### config.mk
export PLATFORM = sky130hd
export DESIGN_NAME = cpu_memory
export DESIGN_NICKNAME = d
export VERILOG_FILES = /design/src/rtl/cpu_memory.sv
export SDC_FILE = /design/constraint.sdc
export NUM_CORES = 1
export LEC_CHECK = 0
export BUFFER_PORTS_ARGS = -buffer_cell sky130_fd_sc_hd__buf_2
export CAP_MARGIN = 20
export CORE_UTILIZATION = 40
export DETAILED_ROUTE_END_ITERATION = 10
export PLACE_DENSITY = 0.67
export SLEW_MARGIN = 25
export SYNTH_ARGS = -nofsm -noshare
export SYNTH_HDL_FRONTEND = slang
export SYNTH_SLANG_ARGS = --single-unit
### constraint.sdc
create_clock -name i_clock -period 1.95 [get_ports i_clock]
set_clock_uncertainty 0.05 [all_clocks]
set_input_delay 0.0975 -clock i_clock [delete_from_list [all_inputs] [get_ports i_clock]]
set_output_delay 0.0975 -clock i_clock [all_outputs]
set_load 0.05 [all_outputs]
### src/rtl/cpu_memory.sv
// rtl/cpu_memory.sv - Rv32H memory-access stage: load/store over a word bus, republish to writeback
module cpu_memory (
  input  logic        i_clock,
  input  logic        i_reset,
  input  logic [7:0]  i_tag,
  input  logic [4:0]  i_inst_rd,
  input  logic [31:0] i_rd,
  input  logic [31:0] i_pc_next,
  input  logic        i_mem_read,
  input  logic        i_mem_write,
  input  logic [2:0]  i_mem_width,
  input  logic        i_mem_signed,
  input  logic [31:0] i_rs2,
  output logic        o_busy,
  output logic        o_bus_request,
  output logic        o_bus_rw,
  output logic [31:0] o_bus_address,
  output logic [31:0] o_bus_wdata,
  output logic [3:0]  o_bus_wmask,
  input  logic        i_bus_ready,
  input  logic [31:0] i_bus_rdata,
  output logic        o_misaligned,
  output logic [7:0]  o_tag,
  output logic [4:0]  o_inst_rd,
  output logic [31:0] o_rd,
  output logic [31:0] o_pc_next
);

  localparam logic [0:0] IDLE   = 1'b0;
  localparam logic [0:0] ACCESS = 1'b1;

  logic [0:0]  state;
  logic [7:0]  lat_tag;
  logic [4:0]  lat_inst_rd;
  logic [31:0] lat_pc_next;
  logic [31:0] lat_addr;
  logic [2:0]  lat_width;
  logic        lat_signed;

  logic        new_inst;
  logic        mem_op;
  logic        misaligned;
  logic [31:0] store_wdata;
  logic [3:0]  store_wmask;
  logic [7:0]  load_byte;
  logic [15:0] load_half;
  logic [31:0] load_data;

  assign new_inst = (i_tag != o_tag);
  assign mem_op   = i_mem_read | i_mem_write;

  always_comb begin
    misaligned  = 1'b0;
    store_wdata = i_rs2;
    store_wmask = 4'b1111;
    case (i_mem_width)
      3'd1: begin
        store_wdata = {4{i_rs2[7:0]}};
        store_wmask = 4'b0001 << i_rd[1:0];
      end
      3'd2: begin
        misaligned  = i_rd[0];
        store_wdata = {2{i_rs2[15:0]}};
        store_wmask = i_rd[1] ? 4'b1100 : 4'b0011;
      end
      default: misaligned = (i_rd[1:0] != 2'b00);
    endcase
  end

  // Lane selection uses the latched address so it is stable across wait states.
  always_comb begin
    load_byte = i_bus_rdata[8*lat_addr[1:0] +: 8];
    load_half = i_bus_rdata[16*lat_addr[1] +: 16];
    case (lat_width)
      3'd1:    load_data = {{24{lat_signed & load_byte[7]}}, load_byte};
      3'd2:    load_data = {{16{lat_signed & load_half[15]}}, load_half};
      default: load_data = i_bus_rdata;
    endcase
  end

  always_ff @(posedge i_clock) begin
    if (i_reset) begin
      state         <= IDLE;
      o_tag         <= 8'd0;
      o_inst_rd     <= 5'd0;
      o_rd          <= 32'd0;
      o_pc_next     <= 32'd0;
      o_busy        <= 1'b0;
      o_bus_request <= 1'b0;
      o_bus_rw      <= 1'b0;
      o_bus_address <= 32'd0;
      o_bus_wdata   <= 32'd0;
      o_bus_wmask   <= 4'd0;
      o_misaligned  <= 1'b0;
      lat_tag       <= 8'd0;
      lat_inst_rd   <= 5'd0;
      lat_pc_next   <= 32'd0;
      lat_addr      <= 32'd0;
      lat_width     <= 3'd0;
      lat_signed    <= 1'b0;
    end else begin
      o_misaligned <= 1'b0;
      case (state)
        IDLE: begin
          if (new_inst) begin
            if (mem_op && !misaligned) begin
              lat_tag       <= i_tag;
              lat_inst_rd   <= i_inst_rd;
              lat_pc_next   <= i_pc_next;
              lat_addr      <= i_rd;
              lat_width     <= i_mem_width;
              lat_signed    <= i_mem_signed;
              o_bus_request <= 1'b1;
              o_busy        <= 1'b1;
              o_bus_rw      <= i_mem_write;
              o_bus_address <= {i_rd[31:2], 2'b00};
              o_bus_wdata   <= store_wdata;
              o_bus_wmask   <= i_mem_write ? store_wmask : 4'b0000;
              state         <= ACCESS;
            end else begin
              o_tag        <= i_tag;
              o_inst_rd    <= i_inst_rd;
              o_rd         <= i_rd;
              o_pc_next    <= i_pc_next;
              o_misaligned <= mem_op;
            end
          end
        end
        default: begin
          // All published fields move together so writeback never sees a stale o_rd.
          if (i_bus_ready) begin
            o_bus_request <= 1'b0;
            o_busy        <= 1'b0;
            o_tag         <= lat_tag;
            o_inst_rd     <= lat_inst_rd;
            o_pc_next     <= lat_pc_next;
            o_rd          <= o_bus_rw ? lat_addr : load_data;
            state         <= IDLE;
          end
        end
      endcase
    end
  end

endmodule
== After elaboration in Yosys (flattened, before gate mapping) ==
Index checks and enable logic that the tools add are counted.
Cells by class
  reductions and logical operators: 9
  equal/unequal tests: 7
  multiplexer cells: 31
  shifts and indexed selects: 3
  bitwise gates (word level): 5
Operators by type and width (number)
  32-bit 2-to-1 mux: 9
  32-bit case mux with 2 select lines: 2
  8-bit 2-to-1 mux: 4
  32-bit by 6-bit variable part select with 16-bit output: 1
  32-bit by 6-bit variable part select with 8-bit output: 1
  5-bit 2-to-1 mux: 4
  3-bit AND reduction: 3
  1-bit 2-to-1 mux: 8
  4-bit 2-to-1 mux: 2
  8-bit inequality test: 1
  4-bit case mux with 2 select lines: 1
  3-bit by 1-bit == test with 1-bit output (second input constant): 2
  3-bit by 2-bit == test with 1-bit output (second input constant): 2
  2-bit nonzero test: 3
  2-bit inequality test (second input constant): 2
  4-bit OR reduction: 1
  1-bit by 2-bit left shift with 4-bit output (first input constant): 1
  1-bit bitwise AND: 2
  1-bit NOT: 2
  1-bit case mux with 2 select lines: 1
  1-bit logical AND: 1
  1-bit zero test: 1
  1-bit OR: 1
Word-level totals
  input port bits: 150
  logic and storage cells: 72
  register bits after elaboration: 228

== Logic depth before layout (Yosys ltp) ==
  depth after elaboration: 7
  gate-level depth with buffers: 8

== Worst setup path after synthesis ==
Ideal clock, no wire load.
  kind: reg-to-reg
  start point: register o_tag[3]
  end point: register o_tag[6]
  path slack: -0.189 ns
  setup time: 0.146 ns
  buffers on the path: 2
  cell stages (with the launch flop): 8
  arrival: 1.943 ns
  cell sequence: dfxtp_1 > xor2_1 > nor4_2 > nand3_1 > clkbuf_1 > clkbuf_1 > a21oi_1 > a211oi_2
Between the ends
  cells in the longest elaborated chain, start to end: 3
RTL lines
  from (decl): RTL line 23  | output logic [7:0] o_tag,
  from (signal assigned): RTL line 121  | o_tag <= i_tag;
  from (signal assigned): RTL line 134  | o_tag <= lat_tag;
  8-bit inequality test: RTL line 49  | assign new_inst = (i_tag != o_tag);
  2-bit nonzero test (no source line)
  3-bit AND reduction (no source line)
No other way between the ends.
A chain may end at the register's enable or synchronous reset.

== Worst setup path in the final report ==
  start point: input port i_tag[7]
  end point: register o_pc_next[20]
Between the ends
  cells in the longest elaborated chain, start to end: 3
RTL lines
  from (decl): RTL line 5  | input logic [7:0] i_tag,
  8-bit inequality test: RTL line 49
  2-bit nonzero test (no source line)
  3-bit AND reduction (no source line)
  to (signal assigned): RTL line 124  | o_pc_next <= i_pc_next;
  to (signal assigned): RTL line 136  | o_pc_next <= lat_pc_next;
  to (decl): RTL line 26  | output logic [31:0] o_pc_next
No other way between the ends.

==> run metrics <==
Total GRT Usage=between 20% and 30%; hpwl dp=around 23000 µm; vias per inst=a little under 6; clk buf depth=2; Design Power=12.3 mW; DRT antenna net count=0; GRT overflow=0; P_leak=roughly 5.7 nW; clock sinks=198; Nets=1685; storage element area=approximately 4000 µm²; Setup-failing EPs final=0; die width=between 150 and 200 µm; fmax=0.521 GHz; Die Y=about 160 µm; number of remaining DRC errors=0; # rows=57; Area Growth Syn to Fin=40.0%; CP Launch Point=i_tag[7]; vias in the first global route=a little over 10000; CTS Root Cell=clkbuf_16; sequential-to-total area share from yosys stat=39.5%; flop2flop setup slack=0.03 ns; Hold Crit Class=input port to register; global placer's final weighted congestion=between 0.9 and 1; Pre-antenna DRT Iters=5; cell count after synthesis=1205; Slew @ Worst Pin=approximately 0.74 ns; crit path time final=around 1.9 ns; critical path capture point type=register; final wirelength=37800 µm; CP arrival=between 2 and 2.5 ns; synthesized area=10000 µm²; share of layout cells above drive strength 1=between 30% and 40%; DR iter-0 viols=approximately 1200; largest net degree at the start of global routing=76; initial antenna violation count=2; synthesis-stage register bit count=between 150 and 200; Worst-path clk slew=0.08 ns; Crit Path Max Fanout=51; Initial Util=41.0%; ys async rst share=0%; # IOs=between 200 and 300; startpoint types=input port; htree depth=4; Max Slew Vio Count=0; first-pass GRT wire length=approximately 56000 µm; fill count=roughly 2200; Reg2Reg Launch Point=lat_addr[1]$_SDFFE_PP0P_; Multi-input gate area=5590 µm²; CP required=between 2 and 2.5 ns; final worst slack=0.0308 ns; CP Class=input port to register; syn_area_per_cell=~8.3 µm²; PD cells=872 nW/µm²; worst r2r dst=o_rd[8]$_SDFFE_PP0P_; number of synthesized flops with an enable pin=0; CTS tree=yes; routed vias=10900; Yosys Warn Count=0; core area=24500 µm²; period utilization=around 100%; CTS Buf Count=17; crit path to=o_pc_next[20]$_SDFFE_PP0P_; Clock Latency Late Sink=between 0.4 and 0.5 ns; post-DR wirelength/cell=20.2 µm; placed instance area=~12000 µm²; IO buf count=296; Worst slew margin=just over 50%; Final Hold Vio Count=0; Main synth FF type=dfxtp_1; status=completed; pre-CTS setup slack=-0.0484 ns; cells on worst reg2reg path=6; max cap viols=0; worst vdd ir=roughly 630 µV; die area=25700 µm²; RSZ-0062 raised after global routing=true; fin area=approximately 14000 µm²; library cells used by synthesis=60
==> how the worst min path moves through the flow <==
stage | start | endpoint | slack, ns | cells after the start
finish | i_rs2[28] | o_bus_wdata[28]$_SDFFE_PP0P_ | 0.02 | 4
global route | i_rs2[26] | o_bus_wdata[26]$_SDFFE_PP0P_ | 0.02 | 4
CTS | i_rs2[28] | o_bus_wdata[28]$_SDFFE_PP0P_ | 0.003 | 4
detailed placement | i_rd[3] | lat_addr[3]$_SDFFE_PP0P_ | 0.32 | 3
global placement | i_pc_next[29] | lat_pc_next[29]$_SDFFE_PP0P_ | 0.31 | 3
floorplan | i_rd[0] | lat_addr[0]$_SDFFE_PP0P_ | 0.20 | 2
==> cells in the mapped netlist (10+ instances only) <==
cell type	instances	area, µm²
buf_4	34	255
a211oi_2	39	488
a21o_1	18	135
clkbuf_1	85	319
o21ai_0	146	731
nand2b_1	10	62.6
dfxtp_1	198	3960
a311oi_1	30	263
nor2_1	11	41.3
mux2i_1	52	521
nand4_1	14	87.6
nand2_1	85	319
a211oi_1	11	82.6
o21ai_1	12	60.1
buf_2	31	155
a21oi_1	197	986
nand3_1	111	556
==> final cells by class <==
class | count | area share, %
clock buffers | 19 | 3.30
repair buffers | 472 | 24.4
well taps | 324 | 2.89
multi-input cells | 841 | 39.8
diodes | 2 | 0.0356
flip-flops and latches | 198 | 28.4
clock inverters | 13 | 1.10
inverters | 5 | 0.134
==> per-layer routing <==
layer  wire (µm)  track usage [%]  vias to the layer above
li1            -                -                     5060
met1       15800             36.2                     5153
met2       17500             42.7                      587
met3        2930             5.19                      111
met4        1550             13.2                        0
met5           0                0                        -
==> report_power, final <==
group | internal [mW] | leakage, nW | switching (mW)
Combinational | 1.31 | 3.74 | 2.62
Clock | 1.84 | 0.304 | 1.85
Sequential | 4.41 | 1.64 | 0.227
==> flip-flops by register name (all words and copies together) (netlist names), 8 cells and up <==
name / flops
lat_addr: 32
lat_pc_next: 32
lat_tag: 8
o_bus_wdata: 32
o_pc_next: 32
o_rd: 32
o_tag: 8
==> cell families (layout without fill, tap and decap cells) <==
family / count (synthesis) / count (layout) / share of synthesized area (%)
other cells: 1 / 4 / 0.0374
buf+inv: 168 / 509 / 8.42
simple gates: 262 / 263 / 13.1
xor+xnor: 10 / 10 / 0.873
compound gates: 507 / 507 / 32.0
flops: 198 / 198 / 39.5
mux: 59 / 59 / 6.09
==> repair_timing <==
item                                    4_1_cts  5_1_grt
pin swaps                                     0       37
buffers inserted                              1        6
endpoints found under the hold margin       160        0
gates resized for setup                       1      103
hold buffers                                104        0
gates cloned                                  0       10
endpoints found under the setup margin       25      146
==> cell usage in the layout, fill, tap and decap left out, drive strengths merged, types with 4 or more instances in the layout <==
cell type    synthesis  final
a211o                5      5
a211oi              50     50
a21o                19     19
a21oi              198    198
a221oi               4      4
a22oi                8      8
a311oi              33     33
a31oi                6      6
buf                 76    362
clkbuf              87     25
clkinv               0      6
dfxtp              198    198
dlygate4sd3          0    104
inv                  5     12
mux2                 6      6
mux2i               52     52
nand2               87     87
nand2b              10     10
nand3              111    111
nand4               14     14
nor2                11     12
nor2b                9      9
o211ai               4      4
o21ai              158    158
o2bb2ai              8      8
or3                  4      4
xor2                 9      9
==> per-stage QoR <==
| step | std cells | util [%] | hold WS, ns | TNS, ns |
|---|---|---|---|---|
| 3_5_place_dp | 1719 | 48.3 | 0.318 | -0.287 |
| 4_1_cts | 1856 | 55.1 | 0.00262 | 0 |
| 2_1_floorplan | 1206 | - | 0.195 | 0 |
| 3_3_place_gp | 1719 | 48.3 | 0.312 | 0 |
| 6_report | 1874 | 57.4 | 0.0153 | 0 |
| 5_1_grt | 1874 | 57.4 | 0.0176 | -2.50 |
==> critical path, cell delays in order <==
cell	delay [ns]
dlygate4sd3_1	0.53
buf_2	0.15
xor2_1	0.17
nor4_2	0.30
buf_4	0.19
buf_4	0.12
nand3_4	0.09
buf_12	0.20
a21oi_1	0.23
a211oi_2	0.07
No activity file was read; power rests on OpenSTA's default activity.
